===== config.mk =====
export PLATFORM = sky130hd
export DESIGN_NAME = alu_iter
export DESIGN_NICKNAME = d
export VERILOG_FILES = /design/src/rtl/alu_iter.sv
export SDC_FILE = /design/constraint.sdc
export NUM_CORES = 1
export LEC_CHECK = 0
export CAP_MARGIN = 15
export CORE_MARGIN = 5
export CORE_UTILIZATION = 53
export CTS_CLUSTER_DIAMETER = 40
export DETAILED_ROUTE_END_ITERATION = 10
export GPL_ROUTABILITY_DRIVEN = 0
export PLACE_DENSITY_LB_ADDON = 0.25
export SLEW_MARGIN = 20
export SYNTH_ARGS = -nofsm -noshare
export SYNTH_HDL_FRONTEND = slang
export SYNTH_SLANG_ARGS = --single-unit

===== constraint.sdc =====
create_clock -name clk -period 2.64 [get_ports clk]
set_input_delay 0.66 -clock clk [delete_from_list [all_inputs] [get_ports clk]]
set_output_delay 0.66 -clock clk [all_outputs]
set_load 0.01 [all_outputs]

===== src/rtl/alu_iter.sv =====
// -----------------------------------------------------------------------------
// alu_iter
// Multi-cycle execute unit driven by the 4-bit ALUControl code of the RV32I
// ALU decoder. Operands arrive through a valid/ready handshake. The unit
// computes the result plus zero, branch-taken and illegal-code flags, and
// returns them through a second valid/ready handshake.
//
// Shifts run iteratively, one bit per clock. Define ALU_FAST_SHIFT_EN to build
// a combinational barrel shifter instead. Every code then has single-cycle
// latency, and the SHIFT state and counter are not built.
//
// Ports
//   clk        in   core clock, rising edge
//   reset      in   asynchronous, active-high reset
//   in_valid   in   operands and ALUControl valid
//   in_ready   out  unit can accept an operation (IDLE only)
//   ALUControl in   4-bit operation code
//   SrcA       in   operand A
//   SrcB       in   operand B; shift amount is SrcB[SHAMT_W-1:0]
//   out_valid  out  result valid (DONE state)
//   out_ready  in   consumer accepts the result
//   ALUResult  out  registered result
//   Zero       out  registered ALUResult == 0
//   BrTaken    out  registered branch condition
//   Illegal    out  registered unassigned-code flag
// -----------------------------------------------------------------------------
module alu_iter #(
  parameter int WIDTH = 32
) (
  input  logic             clk,
  input  logic             reset,
  input  logic             in_valid,
  output logic             in_ready,
  input  logic [3:0]       ALUControl,
  input  logic [WIDTH-1:0] SrcA,
  input  logic [WIDTH-1:0] SrcB,
  output logic             out_valid,
  input  logic             out_ready,
  output logic [WIDTH-1:0] ALUResult,
  output logic             Zero,
  output logic             BrTaken,
  output logic             Illegal
);

  localparam int SHAMT_W = $clog2(WIDTH);

  typedef enum logic [1:0] {IDLE = 2'd0, SHIFT = 2'd1, DONE = 2'd2} state_t;

  state_t             r_state;
  state_t             w_nextState;
  logic [WIDTH-1:0]   r_result;
  logic               r_zero;
  logic               r_brTaken;
  logic               r_illegal;

  logic [WIDTH-1:0]   w_sum;
  logic [WIDTH-1:0]   w_diff;
  logic               w_eq;
  logic               w_ltS;
  logic               w_ltU;
  logic [SHAMT_W-1:0] w_shamt;
  logic [WIDTH-1:0]   w_result;
  logic               w_brTaken;
  logic               w_illegal;
  logic               w_accept;

`ifndef ALU_FAST_SHIFT_EN
  logic               w_isShift;
  logic [SHAMT_W-1:0] r_count;
  logic               r_left;
  logic               r_fill;
  logic [WIDTH-1:0]   w_shiftNext;
`endif

  assign w_sum    = SrcA + SrcB;
  assign w_diff   = SrcA - SrcB;
  assign w_eq     = (SrcA == SrcB);
  assign w_ltS    = ($signed(SrcA) < $signed(SrcB));
  assign w_ltU    = (SrcA < SrcB);
  assign w_shamt  = SrcB[SHAMT_W-1:0];
  assign w_accept = in_valid && (r_state == IDLE);

  // Single-cycle result and flags for the captured operands. In the iterative
  // build a shift here yields SrcA, which is the final result only for shamt=0.
  always_comb begin
    w_result  = '0;
    w_brTaken = 1'b0;
    w_illegal = 1'b0;
`ifndef ALU_FAST_SHIFT_EN
    w_isShift = 1'b0;
`endif
    case (ALUControl)
      4'b0000: w_result = w_sum;
      4'b0001: begin w_result = w_diff; w_brTaken = w_eq;  end
      4'b1100: begin w_result = w_diff; w_brTaken = !w_eq; end
      4'b0101: begin w_result = {{(WIDTH-1){1'b0}}, w_ltS};  w_brTaken = w_ltS;  end
      4'b1010: begin w_result = {{(WIDTH-1){1'b0}}, !w_ltS}; w_brTaken = !w_ltS; end
      4'b0110: begin w_result = {{(WIDTH-1){1'b0}}, w_ltU};  w_brTaken = w_ltU;  end
      4'b1011: begin w_result = {{(WIDTH-1){1'b0}}, !w_ltU}; w_brTaken = !w_ltU; end
      4'b0111: w_result = SrcA ^ SrcB;
      4'b0011: w_result = SrcA | SrcB;
      4'b0010: w_result = SrcA & SrcB;
`ifdef ALU_FAST_SHIFT_EN
      4'b0100: w_result = SrcA << w_shamt;
      4'b1001: w_result = SrcA >> w_shamt;
      4'b1000: w_result = $unsigned($signed(SrcA) >>> w_shamt);
`else
      4'b0100, 4'b1001, 4'b1000: begin
        w_result  = SrcA;
        w_isShift = 1'b1;
      end
`endif
      default: w_illegal = 1'b1;
    endcase
  end

  // State register.
  always_ff @(posedge clk or posedge reset) begin
    if (reset) r_state <= IDLE;
    else       r_state <= w_nextState;
  end

  // Next-state and handshake outputs. Only IDLE accepts work, so there is at
  // most one operation every two cycles.
  always_comb begin
    w_nextState = r_state;
    in_ready    = 1'b0;
    out_valid   = 1'b0;
    case (r_state)
      IDLE: begin
        in_ready = 1'b1;
        if (in_valid) begin
`ifdef ALU_FAST_SHIFT_EN
          w_nextState = DONE;
`else
          if (w_isShift && (w_shamt != '0)) w_nextState = SHIFT;
          else                              w_nextState = DONE;
`endif
        end
      end
`ifndef ALU_FAST_SHIFT_EN
      SHIFT: begin
        if (r_count == SHAMT_W'(1)) w_nextState = DONE;
      end
`endif
      DONE: begin
        out_valid = 1'b1;
        if (out_ready) w_nextState = IDLE;
      end
      default: w_nextState = IDLE;
    endcase
  end

`ifndef ALU_FAST_SHIFT_EN
  // One-bit step of the active shift. The fill bit is zero for logical shifts
  // and the sign of SrcA, captured at accept, for sra.
  assign w_shiftNext = r_left ? {r_result[WIDTH-2:0], 1'b0}
                              : {r_fill, r_result[WIDTH-1:1]};
`endif

  // Result and flag registers. r_result doubles as the shift register. The
  // registers change only on accept or while shifting, so they are held for
  // as long as DONE waits on out_ready.
  always_ff @(posedge clk or posedge reset) begin
    if (reset) begin
      r_result  <= '0;
      r_zero    <= 1'b0;
      r_brTaken <= 1'b0;
      r_illegal <= 1'b0;
`ifndef ALU_FAST_SHIFT_EN
      r_count   <= '0;
      r_left    <= 1'b0;
      r_fill    <= 1'b0;
`endif
    end else if (w_accept) begin
      r_result  <= w_result;
      r_zero    <= (w_result == '0);
      r_brTaken <= w_brTaken;
      r_illegal <= w_illegal;
`ifndef ALU_FAST_SHIFT_EN
      r_count   <= w_shamt;
      r_left    <= (ALUControl == 4'b0100);
      r_fill    <= (ALUControl == 4'b1000) && SrcA[WIDTH-1];
`endif
    end
`ifndef ALU_FAST_SHIFT_EN
    else if (r_state == SHIFT) begin
      r_result <= w_shiftNext;
      r_count  <= r_count - SHAMT_W'(1);
      r_zero   <= (w_shiftNext == '0);
    end
`endif
  end

  assign ALUResult = r_result;
  assign Zero      = r_zero;
  assign BrTaken   = r_brTaken;
  assign Illegal   = r_illegal;

endmodule


==> results of run 1 <==
[synthesized netlist by cell type, drive strengths merged, types with 24 or more instances]
cell type | number | area share
clkbuf | 54 | 0.024
ha | 102 | 0.15
nor3 | 38 | 0.023
inv | 98 | 0.043
buf | 25 | 0.018
a21oi | 79 | 0.046
nand2 | 105 | 0.046
a221o | 24 | 0.028
dfrtp | 44 | 0.13
mux2i | 42 | 0.049
nor2 | 99 | 0.043
o21ai | 67 | 0.039
nand3 | 49 | 0.028
[cell families after synthesis]
logic type | count (synthesis)
AO/OA/AOI/OAI | 387
XOR/XNOR | 4
AND/OR/NAND/NOR | 430
multiplexers | 44
buffers and inverters | 177
adder cells (fa/ha/maj) | 104
flip-flops | 44
[metrics by stage]
step / cells / hold slack (ps) / setup TNS, ps
CTS: 1948 / 490.0 / -10250
global placement: 1839 / 459.4 / -35930
detailed placement: 1839 / 473.4 / -39640
floorplan: 1190 / 449.2 / -4828
[what timing repair did]
item | CTS
buffers inserted | 111
pin swaps | 147
cloned | 2
hold buffers | 0
gates resized for setup | 587
endpoints found under the setup margin | 34
[per-layer routing]
layer,track usage,GRT overflow
met4,0.7483,36
met3,0.6012,1
met1,0.7391,1
met5,0.1583,0
met2,0.9075,39
==> metrics.cfg, run 1 <==
[die]
initial_core_util=0.5407
die_w_um=137.5
rows=46
chipHeight_um=137.5
io-pin-count=109

[yosys]
syn-cell-area_mm2=0.008620
synth_compound_area_frac=0.3254
synthMuxAreaShare=0.05139
yosysSeqAreaShare=0.1277
synth_top_family_by_area=compound AO/OA/AOI/OAI gates
synth_cell_types=92
yosys.area_share.simple=0.2542
yosysWarnings=0
synth_ff_type=dfrtp_1
synth_xor_area_frac=0.004064
synthCells=1190
synthAdderAreaFrac=0.1527
ys_async_sr_fraction=1.000
avgSynthCellArea_um2=7.243
syn_nets=1366
ys_ff_latch=44
synth_edf_count=0

[outcome]
first-error=[ERROR GRT-0116] Global routing finished with congestion. Check the congestion regions in the DRC Viewer.
status=stopped before the end
lastStage=global routing (5_1_grt)

[placed_design]
place_hpwl_um=29870
post-place-ws_ps=-1652
io_buffers=108
placed_cell_area_mm2=0.01309

[clock_network]
cts_made_buffers=5
cts_buffer_depth=2
cts.sinks=44
htree_levels=2
cts_root_buffer=clkbuf_16

[global_route]
grt_usage=0.7430
grt_pass1_wl_um=108600
gr-total-overflow=77
grt_pass1_vias=17570
grt_max_degree=52

==> inputs of run 2 (changes only) <==
--- a/config.mk
+++ b/config.mk
@@ -7,11 +7,10 @@
 export LEC_CHECK = 0
 export CAP_MARGIN = 15
 export CORE_MARGIN = 5
-export CORE_UTILIZATION = 53
-export CTS_CLUSTER_DIAMETER = 40
+export CORE_UTILIZATION = 40
 export DETAILED_ROUTE_END_ITERATION = 10
 export GPL_ROUTABILITY_DRIVEN = 0
-export PLACE_DENSITY_LB_ADDON = 0.25
+export PLACE_DENSITY_LB_ADDON = 0.15
 export SLEW_MARGIN = 20
 export SYNTH_ARGS = -nofsm -noshare
 export SYNTH_HDL_FRONTEND = slang
==> constraint.sdc (replaced) <==
create_clock -name clk -period 3.4 [get_ports clk]
set_input_delay 0.85 -clock clk [delete_from_list [all_inputs] [get_ports clk]]
set_output_delay 0.85 -clock clk [all_outputs]
set_load 0.01 [all_outputs]
==> run 2 against run 1 <==
Net effect: the flow now finishes, with violations (setup timing); area after synthesis did not move; synthesized cell count did not move.
==> metrics.cfg, run 2 <==
[outcome]
status=complete, but fails checks
violations=setup timing

[yosys]
synthCells=1190  ; unchanged
ys_ff_latch=44  ; unchanged
yosysTopAreaCell=ha_1
yosysMostFrequentCell=nand2_1
yosysSeqAreaShare=0.1277  ; unchanged
synth_edf_count=0  ; unchanged
avgSynthCellArea_um2=7.243  ; unchanged
syn_nets=1366  ; unchanged
synth_ff_type=dfrtp_1
synthTopCellsByArea=ha_1, dfrtp_1, mux2i_1, a21oi_1, nand2_1
synth_top_area_frac=0.1481  ; unchanged
synth_common_cells=nand2_1, ha_1, nor2_1
syn-cell-area_mm2=0.008620  ; unchanged
synth_cell_types=92  ; unchanged
ys_async_sr_fraction=1.000  ; unchanged
yosysWarnings=0  ; unchanged

[worst_setup_path]
path_max_fanout=3
critPathKind=primary input to flop
cp-start-kind=primary input
crit_required_ps=3580
arrival_ps=4040
end_kind=flop

[pwr]
power.leakage_nw=6.853
vdd_drop_max_v=0.0002550
p_total_mw=5.266
power.density_mw_per_mm2=341.8

[placed_design]
place_hpwl_um=29960  ; +0.30%
io_buffers=108  ; unchanged
placed_cell_area_mm2=0.01320  ; +0.85%
dp.cells=1918  ; +4.3%

[clock_network]
clkLatencyLatePin_ps=290
cts_buffer_depth=2  ; unchanged
htree_levels=2  ; unchanged
hold_buffers=0  ; unchanged
cts_tree=yes
cts_made_buffers=5  ; unchanged
cts.sinks=44  ; unchanged
cts_root_buffer=clkbuf_16
clk_pin_slew_ps=60

[hold_path]
hp-class=flop to flop

[cells_and_area]
fin_cells=2004
syn2layout_area_growth_pct=78.75
final_common_cell=buf_4
layout_common_cells=buf_4, nand2_1, nor2_1
final_area_mm2=0.01541
nets=1903
largest_reg_flops=32
drive_gt1_frac=0.4797

[global_route]
grt_usage=0.3059
grt_pass1_wl_um=61240
gr-total-overflow=0
grt_max_degree=52
antenna_found_initial=0
grt_pass1_vias=11670

[routing]
drcViolationCount=0
drt_iter0_markers=1429
firstDrtPassIters=6
vias=12220
viasPerCell=6.099
detail-route-antenna-nets=0
wl_um=40450
wl_per_cell_um=20.18

[die]
initial_core_util=0.4087  ; -0.1319
rows=53  ; +15%
chipHeight_um=156.8  ; +14%
dieArea_mm2=0.02458
coreArea_mm2=0.02109
die_w_um=156.8  ; +14%
io-pin-count=109  ; unchanged

[sta]
final-setup-viol-count=7
finClkSkew_ps=2.774
fin_crit_ps=3865
fin_ws_ps=-465.2
relSlewSlack=0.2861
finalHoldViolations=0
max_freq_mhz=258.7
rsz0062_at_grt=yes
fin_crit_sh=1.137
slew_violations=0
setup_tns_ps=-1058
worstMarginPinSlew_ps=1067

[run]
maxCapViolCount=0

## run 2: through the flow
step                hold WS, ps    util  worst slack, ps
floorplan                 449.2       -           -103.9
global placement          462.8  0.6260            -1088
detailed placement        474.6  0.6260            -1137
CTS                       487.6  0.6920           -346.2
global route              522.3  0.7305           -548.2
finish                    488.8  0.7306           -465.2
## run 2: worst paths after layout
kind	end	startpoint	slack, ps	cells after the start
worst max register to register	Zero$_DFFE_PP0P_	r_state[0]$_DFFE_PP0P_	440	10
worst max-delay path	Zero$_DFFE_PP0P_	SrcB[1]	-470	15
min in group asynchronous	ALUResult[24]$_DFFE_PP0P_	reset	940	2
worst min-delay path	BrTaken$_DFFE_PP0P_	BrTaken$_DFFE_PP0P_	490	2
worst min register to register	BrTaken$_DFFE_PP0P_	BrTaken$_DFFE_PP0P_	490	2
max in group asynchronous	r_count[2]$_DFFE_PP0P_	reset	1800	3
## run 2: logic make-up (layout without fill, tap and decap cells)
family | after synthesis | after routing | synth area share
mux | 44 | 44 | 0.05139
compound gates | 387 | 387 | 0.3254
simple gates | 430 | 430 | 0.2542
xor+xnor | 4 | 4 | 0.004065
flops | 44 | 44 | 0.1277
fa+ha+maj | 104 | 104 | 0.1527
other cells | 0 | 1 | 0
buf+inv | 177 | 715 | 0.08448
## run 2: power by group
group	internal, mW	switching [mW]	leakage (nW)
Combinational	1.86	1.87	6.22
Clock	0.293	0.197	0.0712
Sequential	0.748	0.301	0.566
## run 2: what timing repair did
| item | 4_1_cts | 5_1_grt |
|---|---|---|
| resized for setup | 336 | 171 |
| pin swaps | 68 | 86 |
| buffers inserted | 47 | 37 |
| endpoints found under the setup margin | 29 | 23 |
| cloned | 0 | 0 |
## run 2: layer usage
| metal | GRT usage | routed length [µm] | vias to the layer above |
|---|---|---|---|
| met4 | 0.1186 | 1891 | 0 |
| met3 | 0.04121 | 3715 | 176 |
| met5 | 0 | 0 | - |
| li1 | - | - | 5547 |
| met2 | 0.5090 | 18640 | 732 |
| met1 | 0.4017 | 16190 | 5767 |
## run 2: critical path: stages
cell and delay, ps:
buf_8 80, clkinvlp_4 80, buf_6 120, ha_4 230, buf_4 140, o21bai_1 220, a21oi_1 160, a221oi_2 310
a31oi_2 90, or3b_4 430, nor4_4 280, nand4_1 130, nor4b_2 330, nand4_1 200, o41ai_2 370
## run 2: final cells by class
type / count / area [µm²]
sequential: 44 / 1101
antenna: 1 / 2.502
fill: 1569 / 5680
clock buffer: 8 / 146.4
timing repair buffer: 609 / 4949
tap: 275 / 344.1
inverter: 98 / 396.6
multi-input combinational: 969 / 8468
Power figures use the tool's default switching activity.
==> inputs of run 3 (changes only) <==
==> constraint.sdc (replaced) <==
create_clock -name clk -period 3.17 [get_ports clk]
set_input_delay 0.7925 -clock clk [delete_from_list [all_inputs] [get_ports clk]]
set_output_delay 0.7925 -clock clk [all_outputs]
set_load 0.01 [all_outputs]
==> run 3 against run 2 <==
Net effect: the run still ends with setup timing left; first-iteration DRC count up 5.6%; global-route usage grew 1.2 points; non-clock buffer count increased by 27; total power rose by 11%; clock power up 19%; clock skew down 0.92 ps.
==> metrics.cfg, run 3 (synthesized netlist as in run 2, its figures left out) <==
[sta]
whs_ps=471.0  ; -17.74 ps
final-setup-viol-count=18  ; +11
finClkSkew_ps=1.849  ; -0.9247 ps
slew_violations=0  ; unchanged
relSlewSlack=0.3230  ; +0.03694
max_freq_mhz=264.0
fin_crit_ps=3788
fin_crit_sh=1.195
fin_ws_ps=-618.0  ; -152.8 ps
finalHoldViolations=0  ; unchanged
worstMarginPinSlew_ps=1012  ; -55.21 ps
rsz0062_at_grt=yes

[pwr]
vdd_drop_max_v=0.0002928  ; +15%
pwr-share-seq=0.189  ; -0.010
p_comb_frac=0.711  ; +0.003
switchingPower_mw=2.611  ; +10%
clock_power_share=0.100  ; +0.007
power.density_mw_per_mm2=369.1  ; +8.0%
power.share.switching=0.4460  ; -0.003299
power.leakage_nw=7.025  ; +2.5%
internal_power_mw=3.243  ; +12%

[die]
initial_core_util=0.4087  ; unchanged
io-pin-count=109  ; unchanged
dieArea_mm2=0.02458  ; unchanged
chipHeight_um=156.8  ; unchanged
rows=53  ; unchanged
die_w_um=156.8  ; unchanged
coreArea_mm2=0.02109  ; unchanged

[routing]
vias=12600  ; +3.1%
drt_iter0_markers=1509  ; +5.6%
wl_per_cell_um=20.77  ; +2.9%
detail-route-antenna-nets=0  ; unchanged
wl_um=42170  ; +4.3%
drcViolationCount=0  ; unchanged
viasPerCell=6.208  ; +1.8%
firstDrtPassIters=6  ; unchanged

[global_route]
grt_pass1_wl_um=63790  ; +4.2%
grt_max_degree=52  ; unchanged
antenna_found_initial=0  ; unchanged
grt_pass1_vias=12340  ; +5.7%
gr-total-overflow=0  ; unchanged
grt_usage=0.3176  ; +0.01170

[hold_path]
hp-class=flop to flop
hold_start=Illegal$_DFFE_PP0P_
holdPathStages=2  ; unchanged
min_to=Illegal$_DFFE_PP0P_

[clock_network]
cts_buffer_depth=2  ; unchanged
clkLatencyLatePin_ps=290  ; about the same
cts_tree=yes
htree_levels=2  ; unchanged
clk_pin_slew_ps=60  ; about the same
cts.sinks=44  ; unchanged
cts_root_buffer=clkbuf_16
cts_made_buffers=5  ; unchanged
hold_buffers=0  ; unchanged

[placed_design]
io_buffers=108  ; unchanged
dp.cells=1928  ; +0.52%
place_hpwl_um=29950  ; about the same

[worst_setup_path]
end_kind=flop
crit_chain=buf_12, clkinv_8, ha_4, inv_4, fa_2, buf_6, nor2b_4, o21ai_4, a211oi_4, nor4_4, buf_4, o41ai_4, nand4_1, a311o_1, o22ai_2, nand4_1, o41ai_2
path_delay_family=compound AO/OA/AOI/OAI gates
cp-start-kind=primary input
slowest_stage=o41ai_4
max_stage_delay_ps=420  ; about the same
worstReg2RegStart=r_state[0]$_DFFE_PP0P_
crit_required_ps=3350  ; -230 ps
r2r_end=Zero$_DFFE_PP0P_
path_max_fanout=4  ; +1
r2r_slack_ps=600  ; +160 ps
critPathMostFrequentCell=nand4_1
r2r_cells=11  ; +1
arrival_ps=3970  ; -70 ps
critPathKind=primary input to flop
path_buf_inv=5  ; +1

[cells_and_area]
layout_common_cells=buf_4, nand2_1, nor2_1
fin_cells=2030  ; +1.3%
final_common_cell=buf_4
fill_cells=1453  ; -7.4%
drive_gt1_frac=0.5083  ; +0.02852
nets=1930  ; +1.4%
largest_reg_flops=32  ; unchanged
n_antenna_cell=0  ; -1
syn2layout_area_growth_pct=84.00

[outcome]
status=complete, but fails checks
violations=setup timing

[run]
maxCapViolCount=0  ; unchanged

-- run 3: cell types whose count changed in the layout (fill, tap and decap cells not counted), moves of 6 or more --
cell and delta:
buf_2 +9, buf_4 +15, buf_6 +19, buf_8 +6, clkbuf_2 -14, inv_1 -6, inv_4 +6
-- run 3: how the worst max path moves through the flow --
stage | from | to | slack [ps] | cells after the start
2_1_floorplan | SrcB[1] | Zero$_DFFE_PP0P_ | -280 | 12
3_3_place_gp | SrcA[0] | Zero$_DFFE_PP0P_ | -1240 | 16
3_5_place_dp | SrcA[0] | Zero$_DFFE_PP0P_ | -1380 | 16
4_1_cts | SrcA[0] | Zero$_DFFE_PP0P_ | -430 | 16
5_1_grt | SrcA[0] | Zero$_DFFE_PP0P_ | -660 | 19
6_report | SrcA[0] | Zero$_DFFE_PP0P_ | -620 | 17
-- run 3: power groups by stage --
stage          Clock (mW)  Sequential, mW  Combinational (mW)
2_1_floorplan           0            1.10                1.71
3_3_place_gp            0            1.10                3.37
3_5_place_dp            0            1.11                3.43
4_1_cts             0.587            1.10                3.86
5_1_grt             0.610            1.14                4.41
6_report            0.586            1.11                4.16
-- run 3: final cells by class --
| type | instances | area (µm²) | area share |
|---|---|---|---|
| clock inverters | 2 | 35.03 | 0.002209 |
| clock buffers | 6 | 128.9 | 0.008126 |
| repair buffers | 636 | 5250 | 0.3310 |
| well taps | 275 | 344.1 | 0.02169 |
| multi-input cells | 969 | 8589 | 0.5416 |
| inverters | 98 | 411.6 | 0.02595 |
| flip-flops and latches | 44 | 1101 | 0.06942 |
-- run 3: worst reg2reg max path, stage by stage (launching register included) --
cell	delay (ps)
dfrtp_1	410
nor2_1	110
buf_4	130
and2_1	180
o221a_2	190
o21ai_0	150
or2_4	290
nor4_2	140
nand4_1	150
nor4b_2	330
nand4_1	140
o41ai_2	220
-- run 3: repair_timing --
action	in CTS	in global routing
pin swaps	116	92
resized for setup	499	124
buffers inserted	81	32
setup endpoints to repair	31	23
-- run 3: metrics by stage --
step	TNS, ps	total power, mW	area (µm²)	utilization	worst slack, ps
floorplan	-366.9	2.814	9000	-	-276.4
global placement	-25770	4.470	13270	0.6291	-1238
detailed placement	-25640	4.540	13290	0.6301	-1384
CTS	-1380	5.550	15240	0.7229	-431.6
global route	-4210	6.166	15860	0.7521	-660.8
finish	-3120	5.853	15860	0.7521	-618.0
-- run 3: routing by layer --
metal / track usage / up-vias / part of all wire
met5: 0 / - / 0
met4: 0.1413 / 0 / 0.057
met3: 0.04397 / 230 / 0.093
met2: 0.5329 / 819 / 0.46
met1: 0.4053 / 5964 / 0.39
li1: - / 5589 / -
